`src/rtl/cb_seq_pkg.sv`:
```
// Shared types for the CB bit-op sequencer and the ALU it drives.
// Control-word enums, function constants and sequencer states.
package cb_seq_pkg;

  typedef enum logic [1:0] {
    NO_OE  = 2'd0,
    BS_OE  = 2'd1,
    SH_OE  = 2'd2,
    RES_OE = 2'd3
  } oe_t;

  typedef enum logic {
    NO_LD  = 1'b0,
    BUS_LD = 1'b1
  } ld_t;

  typedef enum logic [1:0] {
    NO_SH   = 2'd0,
    SH_LEFT = 2'd1,
    SH_RGHT = 2'd2,
    SH_SWAP = 2'd3
  } sh_t;

  typedef struct packed {
    logic [2:0] bs;
    oe_t        oe;
    ld_t        la;
    ld_t        lb;
    sh_t        sh;
    logic       r;
    logic       s;
    logic       v;
    logic       ne;
    logic       ci;
    logic       l;
    logic       h;
  } alu_ctl_t;

  typedef struct packed {
    logic r;
    logic s;
    logic v;
    logic ne;
    logic ci;
  } fn_t;

  localparam fn_t FN_AND  = '{r: 1'b0, s: 1'b1, v: 1'b0, ne: 1'b0, ci: 1'b1};
  localparam fn_t FN_ANDN = '{r: 1'b0, s: 1'b1, v: 1'b0, ne: 1'b1, ci: 1'b1};
  localparam fn_t FN_OR   = '{r: 1'b1, s: 1'b1, v: 1'b0, ne: 1'b0, ci: 1'b0};

  localparam alu_ctl_t IDLE_CTL = '{
    bs: 3'd0, oe: NO_OE, la: NO_LD, lb: NO_LD, sh: NO_SH,
    r: 1'b0, s: 1'b0, v: 1'b0, ne: 1'b0, ci: 1'b0,
    l: 1'b0, h: 1'b0
  };

  typedef enum logic [2:0] {
    IDLE = 3'd0,
    RD   = 3'd1,
    BSEL = 3'd2,
    OPND = 3'd3,
    RES  = 3'd4,
    WB   = 3'd5,
    WR   = 3'd6
  } state_t;

  function automatic fn_t fn_of(input logic [1:0] kind);
    fn_t f;
    unique case (kind)
      2'b01:   f = FN_AND;
      2'b10:   f = FN_ANDN;
      default: f = FN_OR;
    endcase
    return f;
  endfunction

  function automatic alu_ctl_t ctl_bsel(input logic [2:0] b);
    alu_ctl_t c;
    c    = IDLE_CTL;
    c.bs = b;
    c.oe = BS_OE;
    c.lb = BUS_LD;
    return c;
  endfunction

  // res=0 gives the operand-load word, res=1 the result-output word
  function automatic alu_ctl_t ctl_fn(input fn_t f, input logic res);
    alu_ctl_t c;
    c = IDLE_CTL;
    {c.r, c.s, c.v, c.ne, c.ci} = f;
    if (res) begin
      c.oe = RES_OE;
      c.h  = 1'b1;
    end else begin
      c.oe = SH_OE;
      c.la = BUS_LD;
      c.sh = NO_SH;
      c.l  = 1'b1;
    end
    return c;
  endfunction

endpackage

```
`src/rtl/cb_bit_seq.sv`:
```
// Micro-sequencer for CB-prefixed BIT/RES/SET b,r and b,(HL).
// Drives the ALU control word and performs flag or byte write-back.
module cb_bit_seq
  import cb_seq_pkg::*;
(
  input  logic       clk,
  input  logic       reset,
  input  logic       start,
  input  logic [7:0] opcode,
  output logic       illegal,
  output logic       busy,
  output logic       done,
  input  logic [7:0] reg_data,
  output logic       mem_rd_req,
  input  logic       mem_rd_ack,
  input  logic [7:0] mem_rd_data,
  output logic       mem_wr_req,
  input  logic       mem_wr_ack,
  output logic [7:0] mem_wr_data,
  output alu_ctl_t   alu_ctl,
  output logic [7:0] alu_op,
  input  logic [7:0] alu_result,
  input  logic       alu_zero,
  output logic       wb_en,
  output logic [2:0] wb_sel,
  output logic [7:0] wb_data,
  output logic       flag_we,
  output logic       flag_z,
  output logic       flag_n,
  output logic       flag_h
);

  state_t     state;
  logic [7:0] op;
  logic [7:0] mem_byte;
  logic       done_q;
  fn_t        fn;
  logic       is_bit;
  logic       is_hl;

  assign fn     = fn_of(op[7:6]);
  assign is_bit = (op[7:6] == 2'b01);
  assign is_hl  = (op[2:0] == 3'd6);

  // write completion is only known in the ack cycle itself
  assign done   = done_q | (mem_wr_req & mem_wr_ack);
  assign flag_z = flag_we & alu_zero;
  assign flag_n = 1'b0;
  assign flag_h = flag_we;

  always_ff @(posedge clk) begin
    if (reset) begin
      state       <= IDLE;
      op          <= 8'h00;
      mem_byte    <= 8'h00;
      done_q      <= 1'b0;
      illegal     <= 1'b0;
      busy        <= 1'b0;
      mem_rd_req  <= 1'b0;
      mem_wr_req  <= 1'b0;
      mem_wr_data <= 8'h00;
      alu_ctl     <= IDLE_CTL;
      alu_op      <= 8'h00;
      wb_en       <= 1'b0;
      wb_sel      <= 3'd0;
      wb_data     <= 8'h00;
      flag_we     <= 1'b0;
    end else begin
      illegal <= 1'b0;
      done_q  <= 1'b0;
      wb_en   <= 1'b0;
      flag_we <= 1'b0;
      unique case (state)
        IDLE: begin
          if (start) begin
            if (opcode[7:6] == 2'b00) begin
              illegal <= 1'b1;
            end else begin
              op   <= opcode;
              busy <= 1'b1;
              if (opcode[2:0] == 3'd6) begin
                state      <= RD;
                mem_rd_req <= 1'b1;
              end else begin
                state   <= BSEL;
                alu_ctl <= ctl_bsel(opcode[5:3]);
              end
            end
          end
        end
        RD: begin
          if (mem_rd_ack) begin
            mem_byte   <= mem_rd_data;
            mem_rd_req <= 1'b0;
            state      <= BSEL;
            alu_ctl    <= ctl_bsel(op[5:3]);
          end
        end
        BSEL: begin
          state   <= OPND;
          alu_ctl <= ctl_fn(fn, 1'b0);
          alu_op  <= is_hl ? mem_byte : reg_data;
        end
        OPND: begin
          state   <= RES;
          alu_ctl <= ctl_fn(fn, 1'b1);
          if (is_bit) begin
            flag_we <= 1'b1;
            done_q  <= 1'b1;
          end
        end
        RES: begin
          alu_ctl <= IDLE_CTL;
          alu_op  <= 8'h00;
          if (is_bit) begin
            state <= IDLE;
            busy  <= 1'b0;
          end else if (is_hl) begin
            state       <= WR;
            mem_wr_req  <= 1'b1;
            mem_wr_data <= alu_result;
          end else begin
            state   <= WB;
            wb_en   <= 1'b1;
            wb_sel  <= op[2:0];
            wb_data <= alu_result;
            done_q  <= 1'b1;
          end
        end
        WB: begin
          state <= IDLE;
          busy  <= 1'b0;
        end
        WR: begin
          if (mem_wr_ack) begin
            mem_wr_req <= 1'b0;
            state      <= IDLE;
            busy       <= 1'b0;
          end
        end
        default: state <= IDLE;
      endcase
    end
  end

endmodule

```
`config.mk`:
```
export PLATFORM = sky130hd
export DESIGN_NAME = cb_bit_seq
export DESIGN_NICKNAME = d
export VERILOG_FILES = /design/src/rtl/cb_seq_pkg.sv /design/src/rtl/cb_bit_seq.sv
export SDC_FILE = /design/constraint.sdc
export NUM_CORES = 1
export LEC_CHECK = 0
export BUFFER_PORTS_ARGS = -buffer_cell sky130_fd_sc_hd__buf_2
export CORE_MARGIN = 1.5
export CORE_UTILIZATION = 40
export DETAILED_ROUTE_END_ITERATION = 10
export HOLD_SLACK_MARGIN = 0.1
export PLACE_DENSITY = 0.66
export SETUP_SLACK_MARGIN = 0.5
export SLEW_MARGIN = 20
export SYNTH_ARGS = -nofsm -noshare
export SYNTH_HDL_FRONTEND = slang
export SYNTH_SLANG_ARGS = --single-unit
export TNS_END_PERCENT = 100
```
`constraint.sdc`:
```
create_clock -name clk -period 2 [get_ports clk]
set_input_delay 0.5 -clock clk [delete_from_list [all_inputs] [get_ports clk]]
set_output_delay 0.5 -clock clk [all_outputs]
set_load 0.005 [all_outputs]
```
==> After elaboration in Yosys (flattened, before gate mapping) <==
Cells that the tools add are included.
W data, S select, Z words.
{ "word_totals": {"reg_bits": 69, "latchBits": 0, "mem_bits_rw": 0, "mem_bits_ro": 0, "inputBits": 38, "output_inout_bits": 53, "wordCells": 108, "memories": 0} }
{ "op_classes": {"addsub": 0, "n_mul": 0, "div_mod_pow": 0, "n_lt_le_gt_ge": 0, "eq_ne": 19, "n_shift": 0, "mux": 34, "n_bitwise": 10, "reduce_logical": 19} }
{ "op_table": {"columns": ["op", "count"], "rows": [
  ["$pmux W16 S5", 1],
  ["$mux W16", 4],
  ["$ne A2 B2 Y1 const B", 9],
  ["$pmux W3 S6", 1],
  ["$pmux W8 S2", 1],
  ["$eq A3 B3 Y1 const B", 5],
  ["$mux W3", 5],
  ["$reduce_and A5 Y1", 3],
  ["$mux W1", 14],
  ["$pmux W5 S2", 1],
  ["$reduce_and A3 Y1", 3],
  ["$mux W8", 1],
  ["$reduce_and A4 Y1", 2],
  ["$not A1 Y1", 7],
  ["$eq A3 B2 Y1 const B", 2],
  ["$pmux W1 S2", 3],
  ["$reduce_bool A2 Y1", 3],
  ["$reduce_bool A5 Y1", 1],
  ["$mux W2", 2],
  ["$pmux W1 S4", 1],
  ["$reduce_bool A4 Y1", 1],
  ["$reduce_or A2 Y1", 2],
  ["$eq A3 B1 Y1 const B", 1],
  ["$logic_not A3 Y1", 1],
  ["7 further kinds", 8]
]} }

==> Longest topological paths before layout <==
Gate-level depths: netlist of the first run.
{ "depth": {"word_depth": 5, "ltp_mapped": 7} }

==> Worst setup path before layout of the first run <==
Ideal clock, no wire load.
{ "synth_timing": {"kind": "reg2reg", "from": "register op[7]", "to": "register mem_wr_req", "setup_time_ps": 91, "arrival_time_ps": 1442, "t_required_ps": 1909, "setup_slack_ps": 467, "stages_incl_launch_ff": 8, "n_path_buf": 1, "period_less_slack_ps": 1533, "cell_sequence": "dfxtp_1 > inv_1 > ha_1 > nor4b_4 > nand2b_1 > buf_6 > nor2b_1 > a311oi_1"} }
{ "synth_via": {"elab_chain_cells": 3} }
{ "synth_lines": {"columns": ["item", "line", "source"], "rows": [
  ["start, declared", "cb_bit_seq.sv:34", "logic [7:0] op;"],
  ["start signal, assigned", "cb_bit_seq.sv:79", "op <= opcode;"],
  ["$eq A2 B1 Y1", "cb_bit_seq.sv:42", "assign is_bit = (op[7:6] == 2'b01);"],
  ["via is_bit", "cb_bit_seq.sv:38", "logic is_bit;"],
  ["$ne A2 B2 Y1 (no line)", null, null],
  ["$reduce_and A4 Y1 (no line)", null, null],
  ["end signal, assigned", "cb_bit_seq.sv:60", "mem_wr_req <= 1'b0;"],
  ["end signal, assigned", "cb_bit_seq.sv:120", "mem_wr_req <= 1'b1;"],
  ["end signal, assigned", "cb_bit_seq.sv:136", "mem_wr_req <= 1'b0;"],
  ["end, declared", "cb_bit_seq.sv:17", "output logic mem_wr_req,"]
]} }
The timed path passes the listed nets, and every way through them passes these cells.
A chain may end at the register's enable or synchronous reset.

==> Worst setup path after layout of the first run <==
{ "layout_timing": {"from": "register op[7]", "to": "register wb_data[2]"} }
{ "layout_via": {"elab_chain_cells": 3} }
{ "layout_lines": {"columns": ["item", "line", "source"], "rows": [
  ["$eq A2 B1 Y1", "cb_bit_seq.sv:42", null],
  ["via is_bit", "cb_bit_seq.sv:38", null],
  ["$not A1 Y1 (no line)", null, null],
  ["$reduce_and A3 Y1 (no line)", null, null],
  ["end signal, assigned", "cb_bit_seq.sv:126", "wb_data <= alu_result;"],
  ["end, declared", "cb_bit_seq.sv:26", "output logic [7:0] wb_data,"]
]} }
The timed path passes the listed nets, and every way through them passes these cells.

==> metrics, run 1 <==
fillers between 600 and 700; Tmin final 1.48 ns; main flop type after synthesis dfxtp_1; sequential cell area fraction in the yosys report 0.474; die width 85.2 um; length of routed met3 wiring 394 um; DP Cell Count 454; Initial DRC Count approximately 100; Post-DP Area 0.00319 mm^2; die area 0.00726 mm^2; Die Y 85.2 um; Post-DRT Antenna Nets 0; clk slew on worst S/H paths 0.07 ns; gr ovfl total 0; Max Fclk 0.677 GHz; RD Place Congestion roughly 0.82; DR vias/cell 5.07; layout cells sized above 1 0.387; H-Tree Depth 3; critical path startpoint category flop; Slowest-stage cell, CP dfxtp_2; worst setup path start op[7]; Synth Area per Inst 8.98 um^2; TritonCTS clock tree yes; Clock Skews 0.00623 ns; Slew Limit Fails 0; GR Util All Layers 0.183; slowest stage delay, CP roughly 0.34 ns; CP Data Required Time between 2 and 2.5 ns; P per Cell Area 1010 mW/mm^2; worst-skew pair later-pin latency 0.33 ns; # IOs a little over 90; largest area contributor in the netlist dfxtp_1; setup violators final 0; worst-path maximum fanout 7; clock sink count 64; Synth Cell Area approximately 0.0027 mm^2; Cells after Synth 301; routed length per instance 13.8 um; max_cap viols 0; number of synthesized flops with an enable pin 0; Top Metal Used met4; final wirelength 6680 um; Tcrit/Tclk final 0.739; Max Buffers Root-to-Sink 2; Initial Utilization 0.421; Leak around 0.0016 uW; Post-CTS Hold Buffers 0; Hold Violations, Final 0; min-delay worst type in2reg; unrepaired setup endpoints after global routing yes; Yosys warning total 0; Hold Crit Start mem_rd_data[0]; WL met1 2970 um; PnR Total Power 3640 uW; CP bufs+invs 3; core area 0.00642 mm^2; Async S/R FF share, synth 0; Synth top area share 0.474; final instance area 0.00362 mm^2; number of synthesized register bits 64; num rows 29; post-synth cell types 44; antenna violations before repair 0; most used cell, CP buf_4; first-pass detailed-route iteration total 7; antenna cells 0; crit end category flop; Top delay family on crit path simple AND/OR/NAND/NOR gates; crit-path cells inv_2 > ha_4 > nor4b_4 > buf_4 > nand2_2 > buf_4 > nand2_1 > a21oi_1; DPL Wire Length 4580 um; failing checks DRC; top-count cell post-synth dfxtp_1; Setup CP Type reg2reg; drc violations 6; Final nets 441; first-pass GRT wire length 10500 um; vias in the first global route 2202; VDD IR max 0.500 mV; fin cells 483; Synth area leaders dfxtp_1 (47%), nand2_1 (6.8%), a21oi_1 (5.9%), mux2i_1 (5.2%), nor2_1 (4.0%); ranking of synthesized cells by instance count dfxtp_1 (64), nand2_1 (49), a21oi_1 (32); Arr. time, crit path between 1.5 and 2 ns; largest net degree at the start of global routing 27; cts bufs inserted 9; FF-to-FF Start op[7]; status finished, violations left; DR vias 2451; metal2 WL 3240 um; Syn-to-layout area delta 34.1%; final setup TNS 0 ns; CTS Root Buffer Type clkbuf_8; I/O Buffers 86
-- path summary, 6_finish.rpt --
path / end / cells past startpoint / slack, ns
worst max-delay path: wb_data[2] / 8 / 0.52
worst min register to register: mem_byte[1] / 2 / 0.46
worst max register to register: wb_data[2] / 8 / 0.52
worst min-delay path: mem_byte[0] / 3 / 0.41
-- through the flow --
step | hold slack (ns) | setup slack (ns) | utilization
floorplan | 0.434 | 0.502 | -
global placement | 0.439 | 0.238 | 0.497
detailed placement | 0.448 | 0.219 | 0.497
CTS | 0.393 | 0.502 | 0.550
global route | 0.393 | 0.425 | 0.564
finish | 0.407 | 0.522 | 0.564
-- sequential cells by signal (all words and copies together) (netlist names) --
signal / cells
wb_en: 1
op: 8
mem_rd_req: 1
alu_ctl: 11
done_q: 1
state: 3
flag_h: 1
mem_wr_req: 1
alu_op: 8
wb_sel: 3
illegal: 1
mem_wr_data: 8
wb_data: 8
mem_byte: 8
busy: 1
-- layout by cell type (no fill, tap or decap), types with 2 or more instances in the layout --
master     synthesis  layout
a311oi_1           4       4
bufinv_16          0       4
nand2_1           49      48
dfxtp_4            0       3
nor2_4             1       2
nand3_1            4       3
nand2b_1           2       2
conb_1             1       4
nand3b_1           3       3
nor2b_1            6       6
mux2i_1           14      14
o21ai_0           12      12
or3_4              0       2
and2_1             3       2
nor2_1            29      28
clkbuf_8           0      10
o32ai_1            2       2
inv_1              7       6
or2_0              3       3
buf_2              4      86
buf_4              8      21
dfxtp_1           64      60
a21oi_1           32      32
a22oi_1            9       8
buf_6              3       2
mux2_2             8       8
-- layer usage --
metal / global-route usage / up-vias
met2: 0.289 / 73
met1: 0.238 / 1141
met4: 0.0745 / 0
li1: - / 1228
met3: 0.0477 / 9
met5: 0 / -
-- worst reg2reg max path, cell delays in order (launching register included) --
cell and delay, ns:
dfxtp_2 0.34, inv_2 0.04, ha_4 0.16, nor4b_4 0.23, buf_4 0.17, nand2_2 0.11
buf_4 0.18, nand2_1 0.06, a21oi_1 0.06
-- power by group --
group          switching, uW  internal (uW)  leakage [uW]
Clock                    489            989      0.000130
Combinational            359            341      0.000997
Sequential              86.9           1380      0.000523
Total                    935           2710       0.00165
-- cells by family after synthesis --
| group | count (synthesis) | share of synthesized area |
|---|---|---|
| and+or+nand+nor | 110 | 0.195 |
| AOI/OAI and AO/OA | 71 | 0.171 |
| DFF | 64 | 0.474 |
| buffers and inverters | 31 | 0.0644 |
| muxes | 22 | 0.0852 |
| adders and majority gates | 2 | 0.00926 |
| other | 1 | 0.00139 |
-- cell type report --
cell class / instances / area, um^2 / area share
clock buffers: 11 / 141 / 0.0390
clock inverters: 5 / 128 / 0.0352
inverters: 7 / 26.3 / 0.00725
multi-input cells: 210 / 1330 / 0.366
flip-flops and latches: 64 / 1290 / 0.357
well taps: 77 / 96.3 / 0.0266
repair buffers: 109 / 611 / 0.169
-- repair_timing --
item                       in CTS  in global routing
pin swaps                       4                  5
setup buffers                   4                  8
hold endpoints to repair        0                  0
resized for setup              14                  6
gates cloned                    0                  1
setup endpoints to repair      51                 42
No activity file was read; power rests on OpenSTA's default activity.
==> run 2, diff against run 1 <==
--- a/config.mk
+++ b/config.mk
@@ -10,7 +10,7 @@
 export CORE_UTILIZATION = 40
 export DETAILED_ROUTE_END_ITERATION = 10
 export HOLD_SLACK_MARGIN = 0.1
-export PLACE_DENSITY = 0.66
+export PLACE_DENSITY = 0.68
 export SETUP_SLACK_MARGIN = 0.5
 export SLEW_MARGIN = 20
 export SYNTH_ARGS = -nofsm -noshare
==> constraint.sdc (replaced) <==
create_clock -name clk -period 1.35 [get_ports clk]
set_input_delay 0.3375 -clock clk [delete_from_list [all_inputs] [get_ports clk]]
set_output_delay 0.3375 -clock clk [all_outputs]
set_load 0.005 [all_outputs]
==> metrics, run 2 (synthesized netlist as in run 1, its figures left out) <==
status finished, violations left; failing checks DRC, setup timing; TritonCTS clock tree yes; Hold Path End wb_data[4]; antenna violations before repair 0; CP Data Required Time 1.56 ns; clk slew on worst S/H paths roughly 0.080 ns; H-Tree Depth 3; Max Buffers Root-to-Sink 2; clock sink count 64; critical path startpoint category flop; antenna cells 0; FF-to-FF Start state[0]; P per Cell Area around 1200 mW/mm^2; setup violators final 57; Tcrit/Tclk final 1.14; Post-CTS Hold Buffers 0; unrepaired setup endpoints after global routing yes; Tmin final ~1.5 ns; I/O Buffers 86; vias in the first global route 2601; DP Worst Slack -0.159 ns; DR vias 2836; final wirelength 9090 um; Clock Skews 0.00775 ns; largest reg by FF count alu_ctl; Setup CP Type reg2reg; worst-skew pair later-pin latency 0.34 ns; Initial Utilization 0.421; setup ws final -0.189 ns; RD Place Congestion 0.816; core area between 0.006 and 0.007 mm^2; layout cells sized above 1 0.737; Max Fclk approximately 0.65 GHz; most common cell after layout, fill and taps aside buf_2; VDD IR max 0.743 mV; Syn-to-layout area delta 79.6%; GR Util All Layers 0.217; hold_ws 0.232 ns; DPL Wire Length 4950 um; R2R cell count 7; first-pass GRT wire length approximately 12000 um; Die Y 85.2 um; cts bufs inserted 9; routed length per instance 16.7 um; Post-DRT Antenna Nets 0; # IOs around 90; num rows 29; drc violations 7; crit end category flop; Slew Limit Fails 0; Final nets 503; Hold Crit Start alu_result[4]; Initial DRC Count 126; worst hold stages 3; max_cap viols 0; commonest non-fill, non-tap cells in the layout buf_2 (74), buf_4 (48), dfxtp_2 (45), buf_6 (36); first-pass detailed-route iteration total 7; Leak 0.00225 uW; DR vias/cell between 5 and 6; Arr. time, crit path between 1.5 and 2 ns; r2r endpoint alu_ctl[15]; largest net degree at the start of global routing 33; setup slack, reg-to-reg -0.19 ns; worst-path maximum fanout 5; gr ovfl total 0; fillers 430; post-layout util 0.756; Largest register FFs 11; min-delay worst type in2reg; Hold Violations, Final 0; die width 85.2 um; CTS Root Buffer Type clkbuf_8; die area 0.00726 mm^2
==> run 2: cell types whose count changed in the layout (fill, tap and decap cells not counted), moves of 12 or more <==
cell,previous run,this run
buf_2,86,74
a21oi_1,32,9
nand2_4,0,17
dfxtp_2,1,45
nand2_1,48,25
buf_6,2,36
buf_4,21,48
a21oi_2,0,22
dfxtp_1,60,16
==> run 2: metal layers <==
metal,part of all wire,global-route usage,vias up,wire length [um]
met5,0,0,-,0
met4,0.018,0.0999,0,159
met3,0.048,0.0438,14,439
met2,0.52,0.356,81,4720
met1,0.41,0.274,1384,3770
li1,-,-,1357,-
==> run 2: repair_timing <==
action,CTS,global route
pin swaps,12,62
setup endpoints to repair,113,113
resized for setup,91,123
buffers inserted,18,16
gates cloned,2,0
==> run 2: worst max path at each step <==
stage               depth (start not counted)  slack [ns]          end  startpoint
finish                                      7       -0.19  alu_ctl[15]    state[0]
global route                                7       -0.25  alu_ctl[15]    state[0]
CTS                                         7        -0.1    wb_sel[2]    state[0]
detailed placement                          7       -0.16    wb_sel[1]       op[7]
global placement                            4       -0.14    alu_op[2]    state[1]
floorplan                                   7       -0.13    wb_sel[0]       op[7]
==> run 2: cell type report <==
class / instances / area [um^2] / area share
clock buffer: 10 / 138 / 0.0284
clock inverter: 6 / 67.6 / 0.0139
inverter: 7 / 26.3 / 0.00541
multi-input combinational: 210 / 1800 / 0.370
sequential: 64 / 1350 / 0.278
tap: 77 / 96.3 / 0.0199
timing repair buffer: 171 / 1380 / 0.284
==> run 2: through the flow <==
stage                     power, uW  std cells  TNS, ns  instance area (um^2)
after CTS                      5400        529    -2.57                  4240
final                          5940        545    -6.46                  4850
after global routing           6180        545   -10.02                  4850
after detailed placement       3470        493    -5.03                  3610
after global placement         3450        493    -3.63                  3610
after floorplan                2900        304    -1.40                  2810
==> run 2: worst max-delay path, stage by stage, from the launching register on <==
cell and delay (ns):
dfxtp_4 0.37, buf_6 0.12, nor3_4 0.29, buf_4 0.18, buf_6 0.11, nand2b_4 0.08
a21oi_1 0.20, a311oi_2 0.06
==> run 2: where the power goes <==
group	internal [uW]	total [uW]	switching (uW)
Clock	908	1700	792
Combinational	1110	2060	951
Sequential	2060	2190	123
Total	4080	5940	1870
